===== src/rtl/adc_multich_sampler_if.sv =====
`default_nettype none
// ============================================================================
// Module      : adc_multich_sampler_if
// Description : Bundle of control, Avalon-ST command/response and sample-output
//               signals between the scan sequencer and its environment.
//               master : sequencer side (drives command, samples and flags)
//               slave  : environment side (ADC core + controller)
//   enable, ch_mask, err_clear          : run control
//   cmd_valid/channel/sop/eop, cmd_ready: Avalon-ST command port
//   rsp_valid/channel/data              : ADC core response
//   out_valid/channel/data, scan_done   : averaged sample stream
//   overrun_err, timeout_err, mismatch_err : sticky error flags
// Revision    : 1.0 - initial release
// ============================================================================
interface adc_multich_sampler_if #(
  parameter int NUM_CH = 4,
  parameter int DATA_W = 12
);
  logic              enable;
  logic [NUM_CH-1:0] ch_mask;
  logic              err_clear;
  logic              cmd_valid;
  logic [4:0]        cmd_channel;
  logic              cmd_sop;
  logic              cmd_eop;
  logic              cmd_ready;
  logic              rsp_valid;
  logic [4:0]        rsp_channel;
  logic [DATA_W-1:0] rsp_data;
  logic              out_valid;
  logic [2:0]        out_channel;
  logic [DATA_W-1:0] out_data;
  logic              scan_done;
  logic              overrun_err;
  logic              timeout_err;
  logic              mismatch_err;

  modport master (
    input  enable, ch_mask, err_clear, cmd_ready, rsp_valid, rsp_channel, rsp_data,
    output cmd_valid, cmd_channel, cmd_sop, cmd_eop, out_valid, out_channel, out_data,
           scan_done, overrun_err, timeout_err, mismatch_err
  );

  modport slave (
    output enable, ch_mask, err_clear, cmd_ready, rsp_valid, rsp_channel, rsp_data,
    input  cmd_valid, cmd_channel, cmd_sop, cmd_eop, out_valid, out_channel, out_data,
           scan_done, overrun_err, timeout_err, mismatch_err
  );
endinterface
`default_nettype wire


===== src/rtl/adc_multich_sampler.sv =====
`default_nettype none
// ============================================================================
// Module      : adc_multich_sampler
// Description : Multi-channel scan sequencer for the MAX10 modular ADC core.
//               Issues one conversion at a time over the enabled channels on
//               each scan tick, box-car averages 2^AVG_LOG2 scans per channel
//               and emits tagged averaged samples. Flags overrun, response
//               timeout and response channel mismatch.
//   sys_clk_i : system clock
//   reset_i   : asynchronous active-high reset
//   adc_io    : control / command / response / output bundle (master side)
// Revision    : 1.0 - initial release
// ============================================================================
module adc_multich_sampler #(
  parameter int NUM_CH      = 4,
  parameter int CH_BASE     = 1,
  parameter int DATA_W      = 12,
  parameter int AVG_LOG2    = 2,
  parameter int SCAN_DIV    = 1000,
  parameter int RSP_TIMEOUT = 255
) (
  input  wire logic             sys_clk_i,
  input  wire logic             reset_i,
  adc_multich_sampler_if.master adc_io
);
  localparam int ACC_W  = DATA_W + AVG_LOG2;
  localparam int IDX_W  = (NUM_CH > 1) ? $clog2(NUM_CH) : 1;
  localparam int TICK_W = (SCAN_DIV > 1) ? $clog2(SCAN_DIV) : 1;
  localparam int TMO_W  = (RSP_TIMEOUT > 1) ? $clog2(RSP_TIMEOUT + 1) : 1;
  localparam int SCN_W  = (AVG_LOG2 > 0) ? AVG_LOG2 : 1;

  typedef enum logic [1:0] {
    S_IDLE     = 2'd0,
    S_ISSUE    = 2'd1,
    S_WAIT_RSP = 2'd2,
    S_NEXT     = 2'd3
  } state_t;

  state_t             state_q, state_d;
  logic [TICK_W-1:0]  tick_cnt_q, tick_cnt_d;
  logic [NUM_CH-1:0]  mask_q, mask_d;
  logic [IDX_W-1:0]   idx_q, idx_d;
  logic [TMO_W-1:0]   tmo_q, tmo_d;
  logic [SCN_W-1:0]   scan_q, scan_d;
  logic [ACC_W-1:0]   acc_q [NUM_CH];
  logic [ACC_W-1:0]   acc_d [NUM_CH];
  logic               out_valid_q, out_valid_d;
  logic [2:0]         out_channel_q, out_channel_d;
  logic [DATA_W-1:0]  out_data_q, out_data_d;
  logic               scan_done_q, scan_done_d;
  logic               overrun_q, timeout_q, mismatch_q;

  logic               tick;
  logic               last_scan;
  logic               set_ovr, set_tmo, set_mis, clr_avg;
  logic [IDX_W:0]     sel;
  logic [ACC_W-1:0]   sum;
  logic [4:0]         exp_ch;

  // Returns {found, index} of the lowest set bit of m at or above position from.
  function automatic logic [IDX_W:0] first_set(input logic [NUM_CH-1:0] m, input int from);
    logic [IDX_W:0] r;
    r = '0;
    for (int i = NUM_CH - 1; i >= 0; i--)
      if (m[i] && i >= from) r = {1'b1, IDX_W'(i)};
    return r;
  endfunction

  assign exp_ch    = 5'(CH_BASE) + 5'(idx_q);
  assign last_scan = (AVG_LOG2 == 0) || (scan_q == '1);

  // Scan tick generator
  always_comb begin
    tick_cnt_d = tick_cnt_q;
    tick       = 1'b0;
    if (SCAN_DIV == 0) begin
      tick = adc_io.enable;
    end else if (!adc_io.enable) begin
      tick_cnt_d = '0;
    end else if (tick_cnt_q == TICK_W'(SCAN_DIV - 1)) begin
      tick_cnt_d = '0;
      tick       = 1'b1;
    end else begin
      tick_cnt_d = tick_cnt_q + TICK_W'(1);
    end
  end

  // Sequencer next-state and datapath
  always_comb begin
    state_d       = state_q;
    mask_d        = mask_q;
    idx_d         = idx_q;
    tmo_d         = tmo_q;
    scan_d        = scan_q;
    acc_d         = acc_q;
    out_valid_d   = 1'b0;
    out_channel_d = out_channel_q;
    out_data_d    = out_data_q;
    scan_done_d   = 1'b0;
    set_tmo       = 1'b0;
    set_mis       = 1'b0;
    clr_avg       = 1'b0;
    sel           = '0;
    sum           = acc_q[idx_q] + ACC_W'(adc_io.rsp_data);

    case (state_q)
      S_IDLE: begin
        if (tick && adc_io.enable && |adc_io.ch_mask) begin
          sel     = first_set(adc_io.ch_mask, 0);
          mask_d  = adc_io.ch_mask;
          idx_d   = sel[IDX_W-1:0];
          state_d = S_ISSUE;
        end
      end
      S_ISSUE: begin
        if (adc_io.cmd_ready) begin
          tmo_d   = '0;
          state_d = S_WAIT_RSP;
        end
      end
      S_WAIT_RSP: begin
        if (adc_io.rsp_valid) begin
          if (adc_io.rsp_channel == exp_ch) begin
            if (last_scan) begin
              out_valid_d   = 1'b1;
              out_channel_d = 3'(idx_q);
              out_data_d    = DATA_W'(sum >> AVG_LOG2);
              acc_d[idx_q]  = '0;
            end else begin
              acc_d[idx_q]  = sum;
            end
            state_d = S_NEXT;
          end else begin
            set_mis = 1'b1;
            clr_avg = 1'b1;
            state_d = S_IDLE;
          end
        end else if (({1'b0, tmo_q} + (TMO_W+1)'(1)) == (TMO_W+1)'(RSP_TIMEOUT)) begin
          set_tmo = 1'b1;
          clr_avg = 1'b1;
          state_d = S_IDLE;
        end else begin
          tmo_d = tmo_q + TMO_W'(1);
        end
      end
      S_NEXT: begin
        sel = first_set(mask_q, int'(idx_q) + 1);
        if (!adc_io.enable) begin
          // Scan abandoned: a partial average would be meaningless.
          clr_avg = 1'b1;
          state_d = S_IDLE;
        end else if (sel[IDX_W]) begin
          idx_d   = sel[IDX_W-1:0];
          state_d = S_ISSUE;
        end else begin
          scan_done_d = 1'b1;
          scan_d      = last_scan ? '0 : scan_q + SCN_W'(1);
          state_d     = S_IDLE;
        end
      end
      default: state_d = S_IDLE;
    endcase

    if (clr_avg) begin
      for (int k = 0; k < NUM_CH; k++) acc_d[k] = '0;
      scan_d = '0;
    end
  end

  // With SCAN_DIV=0 the tick is permanently high, so a busy FSM is the normal
  // back-to-back case and not an overrun.
  assign set_ovr = tick && (state_q != S_IDLE) && (SCAN_DIV != 0);

  always_ff @(posedge sys_clk_i or posedge reset_i) begin
    if (reset_i) begin
      state_q       <= S_IDLE;
      tick_cnt_q    <= '0;
      mask_q        <= '0;
      idx_q         <= '0;
      tmo_q         <= '0;
      scan_q        <= '0;
      for (int k = 0; k < NUM_CH; k++) acc_q[k] <= '0;
      out_valid_q   <= 1'b0;
      out_channel_q <= '0;
      out_data_q    <= '0;
      scan_done_q   <= 1'b0;
      overrun_q     <= 1'b0;
      timeout_q     <= 1'b0;
      mismatch_q    <= 1'b0;
    end else begin
      state_q       <= state_d;
      tick_cnt_q    <= tick_cnt_d;
      mask_q        <= mask_d;
      idx_q         <= idx_d;
      tmo_q         <= tmo_d;
      scan_q        <= scan_d;
      for (int k = 0; k < NUM_CH; k++) acc_q[k] <= acc_d[k];
      out_valid_q   <= out_valid_d;
      out_channel_q <= out_channel_d;
      out_data_q    <= out_data_d;
      scan_done_q   <= scan_done_d;
      // A new error in the same cycle as err_clear wins.
      overrun_q     <= set_ovr | (overrun_q  & ~adc_io.err_clear);
      timeout_q     <= set_tmo | (timeout_q  & ~adc_io.err_clear);
      mismatch_q    <= set_mis | (mismatch_q & ~adc_io.err_clear);
    end
  end

  // cmd_valid decodes straight from the async-reset state so it drops at once.
  assign adc_io.cmd_valid    = (state_q == S_ISSUE);
  assign adc_io.cmd_channel  = (state_q == S_ISSUE) ? exp_ch : 5'd0;
  assign adc_io.cmd_sop      = 1'b1;
  assign adc_io.cmd_eop      = 1'b1;
  assign adc_io.out_valid    = out_valid_q;
  assign adc_io.out_channel  = out_channel_q;
  assign adc_io.out_data     = out_data_q;
  assign adc_io.scan_done    = scan_done_q;
  assign adc_io.overrun_err  = overrun_q;
  assign adc_io.timeout_err  = timeout_q;
  assign adc_io.mismatch_err = mismatch_q;

endmodule
`default_nettype wire


===== src/flat_wrapper.sv =====
// flat-port wrapper written by rule: the top's interface ports become plain ports
module adc_multich_sampler_flat 
#(
  parameter int NUM_CH      = 4,
  parameter int CH_BASE     = 1,
  parameter int DATA_W      = 12,
  parameter int AVG_LOG2    = 2,
  parameter int SCAN_DIV    = 1000,
  parameter int RSP_TIMEOUT = 255
)
  (sys_clk_i, reset_i, adc_io_enable, adc_io_ch_mask, adc_io_err_clear, adc_io_cmd_ready, adc_io_rsp_valid, adc_io_rsp_channel, adc_io_rsp_data, adc_io_cmd_valid, adc_io_cmd_channel, adc_io_cmd_sop, adc_io_cmd_eop, adc_io_out_valid, adc_io_out_channel, adc_io_out_data, adc_io_scan_done, adc_io_overrun_err, adc_io_timeout_err, adc_io_mismatch_err);
  adc_multich_sampler_if #(.NUM_CH(NUM_CH), .DATA_W(DATA_W)) adc_io_i ();
  input  wire logic sys_clk_i;
  input  wire logic reset_i;
  input wire logic [$bits(adc_io_i.enable)-1:0] adc_io_enable;
  input wire logic [$bits(adc_io_i.ch_mask)-1:0] adc_io_ch_mask;
  input wire logic [$bits(adc_io_i.err_clear)-1:0] adc_io_err_clear;
  input wire logic [$bits(adc_io_i.cmd_ready)-1:0] adc_io_cmd_ready;
  input wire logic [$bits(adc_io_i.rsp_valid)-1:0] adc_io_rsp_valid;
  input wire logic [$bits(adc_io_i.rsp_channel)-1:0] adc_io_rsp_channel;
  input wire logic [$bits(adc_io_i.rsp_data)-1:0] adc_io_rsp_data;
  output wire logic [$bits(adc_io_i.cmd_valid)-1:0] adc_io_cmd_valid;
  output wire logic [$bits(adc_io_i.cmd_channel)-1:0] adc_io_cmd_channel;
  output wire logic [$bits(adc_io_i.cmd_sop)-1:0] adc_io_cmd_sop;
  output wire logic [$bits(adc_io_i.cmd_eop)-1:0] adc_io_cmd_eop;
  output wire logic [$bits(adc_io_i.out_valid)-1:0] adc_io_out_valid;
  output wire logic [$bits(adc_io_i.out_channel)-1:0] adc_io_out_channel;
  output wire logic [$bits(adc_io_i.out_data)-1:0] adc_io_out_data;
  output wire logic [$bits(adc_io_i.scan_done)-1:0] adc_io_scan_done;
  output wire logic [$bits(adc_io_i.overrun_err)-1:0] adc_io_overrun_err;
  output wire logic [$bits(adc_io_i.timeout_err)-1:0] adc_io_timeout_err;
  output wire logic [$bits(adc_io_i.mismatch_err)-1:0] adc_io_mismatch_err;
  assign adc_io_i.enable = adc_io_enable;
  assign adc_io_i.ch_mask = adc_io_ch_mask;
  assign adc_io_i.err_clear = adc_io_err_clear;
  assign adc_io_i.cmd_ready = adc_io_cmd_ready;
  assign adc_io_i.rsp_valid = adc_io_rsp_valid;
  assign adc_io_i.rsp_channel = adc_io_rsp_channel;
  assign adc_io_i.rsp_data = adc_io_rsp_data;
  assign adc_io_cmd_valid = adc_io_i.cmd_valid;
  assign adc_io_cmd_channel = adc_io_i.cmd_channel;
  assign adc_io_cmd_sop = adc_io_i.cmd_sop;
  assign adc_io_cmd_eop = adc_io_i.cmd_eop;
  assign adc_io_out_valid = adc_io_i.out_valid;
  assign adc_io_out_channel = adc_io_i.out_channel;
  assign adc_io_out_data = adc_io_i.out_data;
  assign adc_io_scan_done = adc_io_i.scan_done;
  assign adc_io_overrun_err = adc_io_i.overrun_err;
  assign adc_io_timeout_err = adc_io_i.timeout_err;
  assign adc_io_mismatch_err = adc_io_i.mismatch_err;
  adc_multich_sampler #(.NUM_CH(NUM_CH), .CH_BASE(CH_BASE), .DATA_W(DATA_W), .AVG_LOG2(AVG_LOG2), .SCAN_DIV(SCAN_DIV), .RSP_TIMEOUT(RSP_TIMEOUT)) u_core (.sys_clk_i(sys_clk_i), .reset_i(reset_i), .adc_io(adc_io_i));
endmodule

===== config.mk =====
export PLATFORM = sky130hd
export DESIGN_NAME = adc_multich_sampler_flat
export DESIGN_NICKNAME = d
export VERILOG_FILES = /design/src/rtl/adc_multich_sampler_if.sv /design/src/rtl/adc_multich_sampler.sv /design/src/flat_wrapper.sv
export SDC_FILE = /design/constraint.sdc
export NUM_CORES = 1
export LEC_CHECK = 0
export BUFFER_PORTS_ARGS = -buffer_cell sky130_fd_sc_hd__buf_2
export CAP_MARGIN = 20
export CELL_PAD_IN_SITES_DETAIL_PLACEMENT = 0
export CELL_PAD_IN_SITES_GLOBAL_PLACEMENT = 1
export CORE_ASPECT_RATIO = 1.4
export CORE_MARGIN = 2
export CORE_UTILIZATION = 50
export CTS_CLUSTER_SIZE = 12
export DETAILED_ROUTE_END_ITERATION = 7
export GPL_TIMING_DRIVEN = 0
export MAX_ROUTING_LAYER = met4
export PLACE_DENSITY = 0.82
export SYNTH_ARGS = -nofsm -noshare
export SYNTH_HDL_FRONTEND = slang
export SYNTH_SLANG_ARGS = --single-unit

===== constraint.sdc =====
create_clock -name sys_clk_i -period 8.55 [get_ports sys_clk_i]
set_clock_uncertainty 0.05 [all_clocks]
set_input_delay 0.4275 -clock sys_clk_i [delete_from_list [all_inputs] [get_ports sys_clk_i]]
set_output_delay 0.4275 -clock sys_clk_i [all_outputs]
set_load 0.05 [all_outputs]

==> impl_results.md <==
* Pleak at just under 3 nW
* Synth warn at 0
* Diode count at 0
* Most frequent cell after synthesis: dfrtp_1
* Die Span X at approximately 93 um
* WS Path Type: register to register
* Drt first pass iters at 5
* Seq/Total Area, Yosys at 46.4%
* Distinct cells, synth at 63
* Wire length on met1 at 5800 um
* Tcrit/Tclk final at between 50% and 60%
* Internal at slightly above 1 mW
* Commonest cells post-synth: dfrtp_1 (103), nand2_1 (63), o22ai_1 (37), o21ai_0 (34), inv_1 (33)
* Die footprint at 0.0120 sq mm
* Fillers at ~1,000
* Switching power total at 0.543 mW
* CTS Sinks at 103
* Worst hold path class: input pin to async pin
* Number of routed nets with antenna violations at 0
* Routed WL per cell at ~18 um
* Mapped Cells at 540
* Worst skew pair latency at around 0.34 ns
* Vias in the first global route at between 4k and 5k
* Vias/cell at slightly below 6
* Sw Share at 35.0%
* Worst EP arrival at between 4 and 5 ns
* Maximum vdd drop at around 0.13 mV
* Die height at between 100 and 150 um
* Highest Signal Layer: met4
* Multi-input gate area at ~0.0027 sq mm
* FFs w/ async S/R, synth at between 90% and 100%
* Largest net degree at the start of global routing at 74
* Buffers on Ports at a little under 50
* Synth top area share at 46.4%
* Syn Area/Cell at 10.3 sq um
* FP Rows at 45
* Max Clk Rate at about 230 MHz
* CP max FO at 10
* Total track usage at between 20% and 30%
* Post-CTS Resized at 0
* WL met2 at slightly below 7000 um
* Routed Wire Length at approximately 14,000 um
* Final Hold Fails at 0
* Min Hold Slack at ~0.041 ns
* Met3 WL at between 500 and 600 um
* Core Region at between 0.01 and 0.015 sq mm
* Combinational power share at about a third
* Register area at around 0.0026 sq mm
* Total number of H-tree levels at 3
* Crit path required time at about 8.7 ns
* Min Tclk post-route at about 4.4 ns
* Post CTS Setup Buffer Count at 0
* Boundary pin count at 55
* Vias at 4,341
* Hpwl dp at about 9600 um
* Gpl congestion at about 0.83
* DR DRC count at 0
* Area growth syn-to-layout at 14.2%
* Status: finished clean
* Worst Tran Pin Value at between 0.8 and 0.9 ns
* # setup viols final at 0
* Nets at around 660
* Pwr dens at around 240 mW/mm^2
* GRT overflow at 0
* Post-synth EDFFs at 0
* Final TNS setup at 0 ns
* Unrepaired setup endpoints after global routing: no
* Normalized max-slew margin at 45.1%
* First-pass GRT wire length at about 22,000 um
* Initial drt markers at around 320
* Main flop type after synthesis: dfrtp_1
* Root Buffer: clkbuf_16
* Clock power share at 28.5%
* Flop pwr share at 38.1%
* Reg clk slew, reported paths at 0.07 ns
* Reg2reg setup slack at ~4.1 ns
* CP endpoint kind: register
* Initial Utilization at a little over 50%
* Yosys top cell by area: dfrtp_1
* CTS hold repair buffers at 0
* TritonCTS Buffers at 9
* TritonCTS clock tree: built
* Max-slew violations at 0
* Netlist Area Pre-Place at 0.00555 sq mm
* Max_cap viols at 0
* Ranking of synthesized cells by area: dfrtp_1 (46%), mux4_2 (5.7%), ha_1 (5.2%)
* Worst setup SP type: register
* Buffer depth of the longest clock path at 2
* Seq cells post-synth at approximately 100
* Number of antenna violations at the first check in global routing at 0
* Layout cells sized above 1 at between 20 and 25%
[cells by family (layout without fill, tap and decap cells)]
group / count (synthesis) / after routing / synth area share, %
AOI/OAI and AO/OA: 142 / 142 / 16.9
xor gates and xnor gates: 24 / 24 / 3.79
adders and majority gates: 24 / 24 / 5.55
and+or+nand+nor: 155 / 155 / 13.9
buffers and inverters: 65 / 131 / 5.43
other: 2 / 5 / 0.135
DFF: 103 / 103 / 46.4
muxes: 25 / 25 / 7.89
[final timing paths]
path                                                  startpoint                                     to  depth (start not counted)
min reg2reg                u_core.adc_io.out_data[3]$_DFFE_PP0P_  u_core.adc_io.out_data[3]$_DFFE_PP0P_                          2
min                                                      reset_i           u_core.acc_q[30]$_DFFE_PP0P_                          2
max                                  u_core.idx_q[0]$_DFFE_PP0P_  u_core.adc_io.out_data[8]$_DFFE_PP0P_                         12
max reg2reg                          u_core.idx_q[0]$_DFFE_PP0P_  u_core.adc_io.out_data[8]$_DFFE_PP0P_                         12
min in group sys_clk_i                          adc_io_err_clear    u_core.adc_io.overrun_err$_DFF_PP0_                          2
max in group asynchronous                                reset_i  u_core.adc_io.out_data[9]$_DFFE_PP0P_                          3
[routing by layer]
layer	global-route usage (%)	vias up
li1	-	2073
met4	9.17	0
met5	-	-
met2	41.2	111
met1	31.5	2136
met3	2.69	21
[per-stage QoR]
| stage | setup slack [ns] | cell area, sq um | total power, mW | utilization [%] | instances |
|---|---|---|---|---|---|
| 6_report | 4.14 | 6330 | 1.55 | 58.6 | 750 |
| 4_1_cts | 4.15 | 6330 | 1.56 | 58.6 | 750 |
| 2_1_floorplan | 5.18 | 5560 | 0.971 | - | 543 |
| 3_5_place_dp | 4.21 | 6010 | 1.11 | 55.6 | 734 |
| 3_3_place_gp | 4.22 | 5980 | 1.10 | 55.3 | 733 |
| 5_1_grt | 3.82 | 6330 | 1.64 | 58.6 | 750 |
[critical path: stages, from the launching register on]
cell and delay (ns):
dfrtp_1 0.41, buf_2 0.37, buf_1 0.66, mux4_2 0.41, ha_1 0.24, inv_1 0.08, fa_1 0.21, nor2b_1 0.07
o31a_1 0.28, o32ai_1 0.56, o21ai_0 0.22, xnor2_1 0.51, o21ai_0 0.18
[registers in the layout, summed over array words and instances (netlist names)]
signal and cells:
u_core.acc_q 56, u_core.adc_io.out_data 12, u_core.tick_cnt_q 10, u_core.tmo_q 8
u_core.mask_q 4, u_core.adc_io.out_channel 2, u_core.idx_q 2, u_core.scan_q 2
u_core.state_q 2, u_core.adc_io.mismatch_err 1, u_core.adc_io.out_valid 1, u_core.adc_io.overrun_err 1
u_core.adc_io.scan_done 1, u_core.adc_io.timeout_err 1
[power groups by stage]
stage | registers, mW | logic, mW | clock network (mW)
final | 0.592 | 0.517 | 0.442
after global routing | 0.601 | 0.566 | 0.471
after CTS | 0.591 | 0.519 | 0.448
after detailed placement | 0.601 | 0.514 | 0
after global placement | 0.598 | 0.504 | 0
after floorplan | 0.594 | 0.377 | 0
[cells in the final DEF, fill, tap and decap left out, types with 13 or more instances in the layout]
cell,n
buf_2,58
nand2_1,63
nor2_1,19
mux4_2,14
a21oi_1,16
xor2_1,13
nand3_1,18
o22ai_1,37
ha_1,23
dfrtp_1,103
o21ai_0,34
inv_1,32
[cell type report]
cell class                      instances  share of cell area (%)
Multi-Input combinational cell        375                    42.3
Clock inverter                          6                    1.32
Buffer                                 32                    2.80
Timing Repair Buffer                   50                    4.31
Clock buffer                           10                    3.77
Sequential cell                       103                    40.7
Tap cell                              141                    2.78
Inverter                               33                    1.99
No activity file was read; power rests on OpenSTA's default activity.
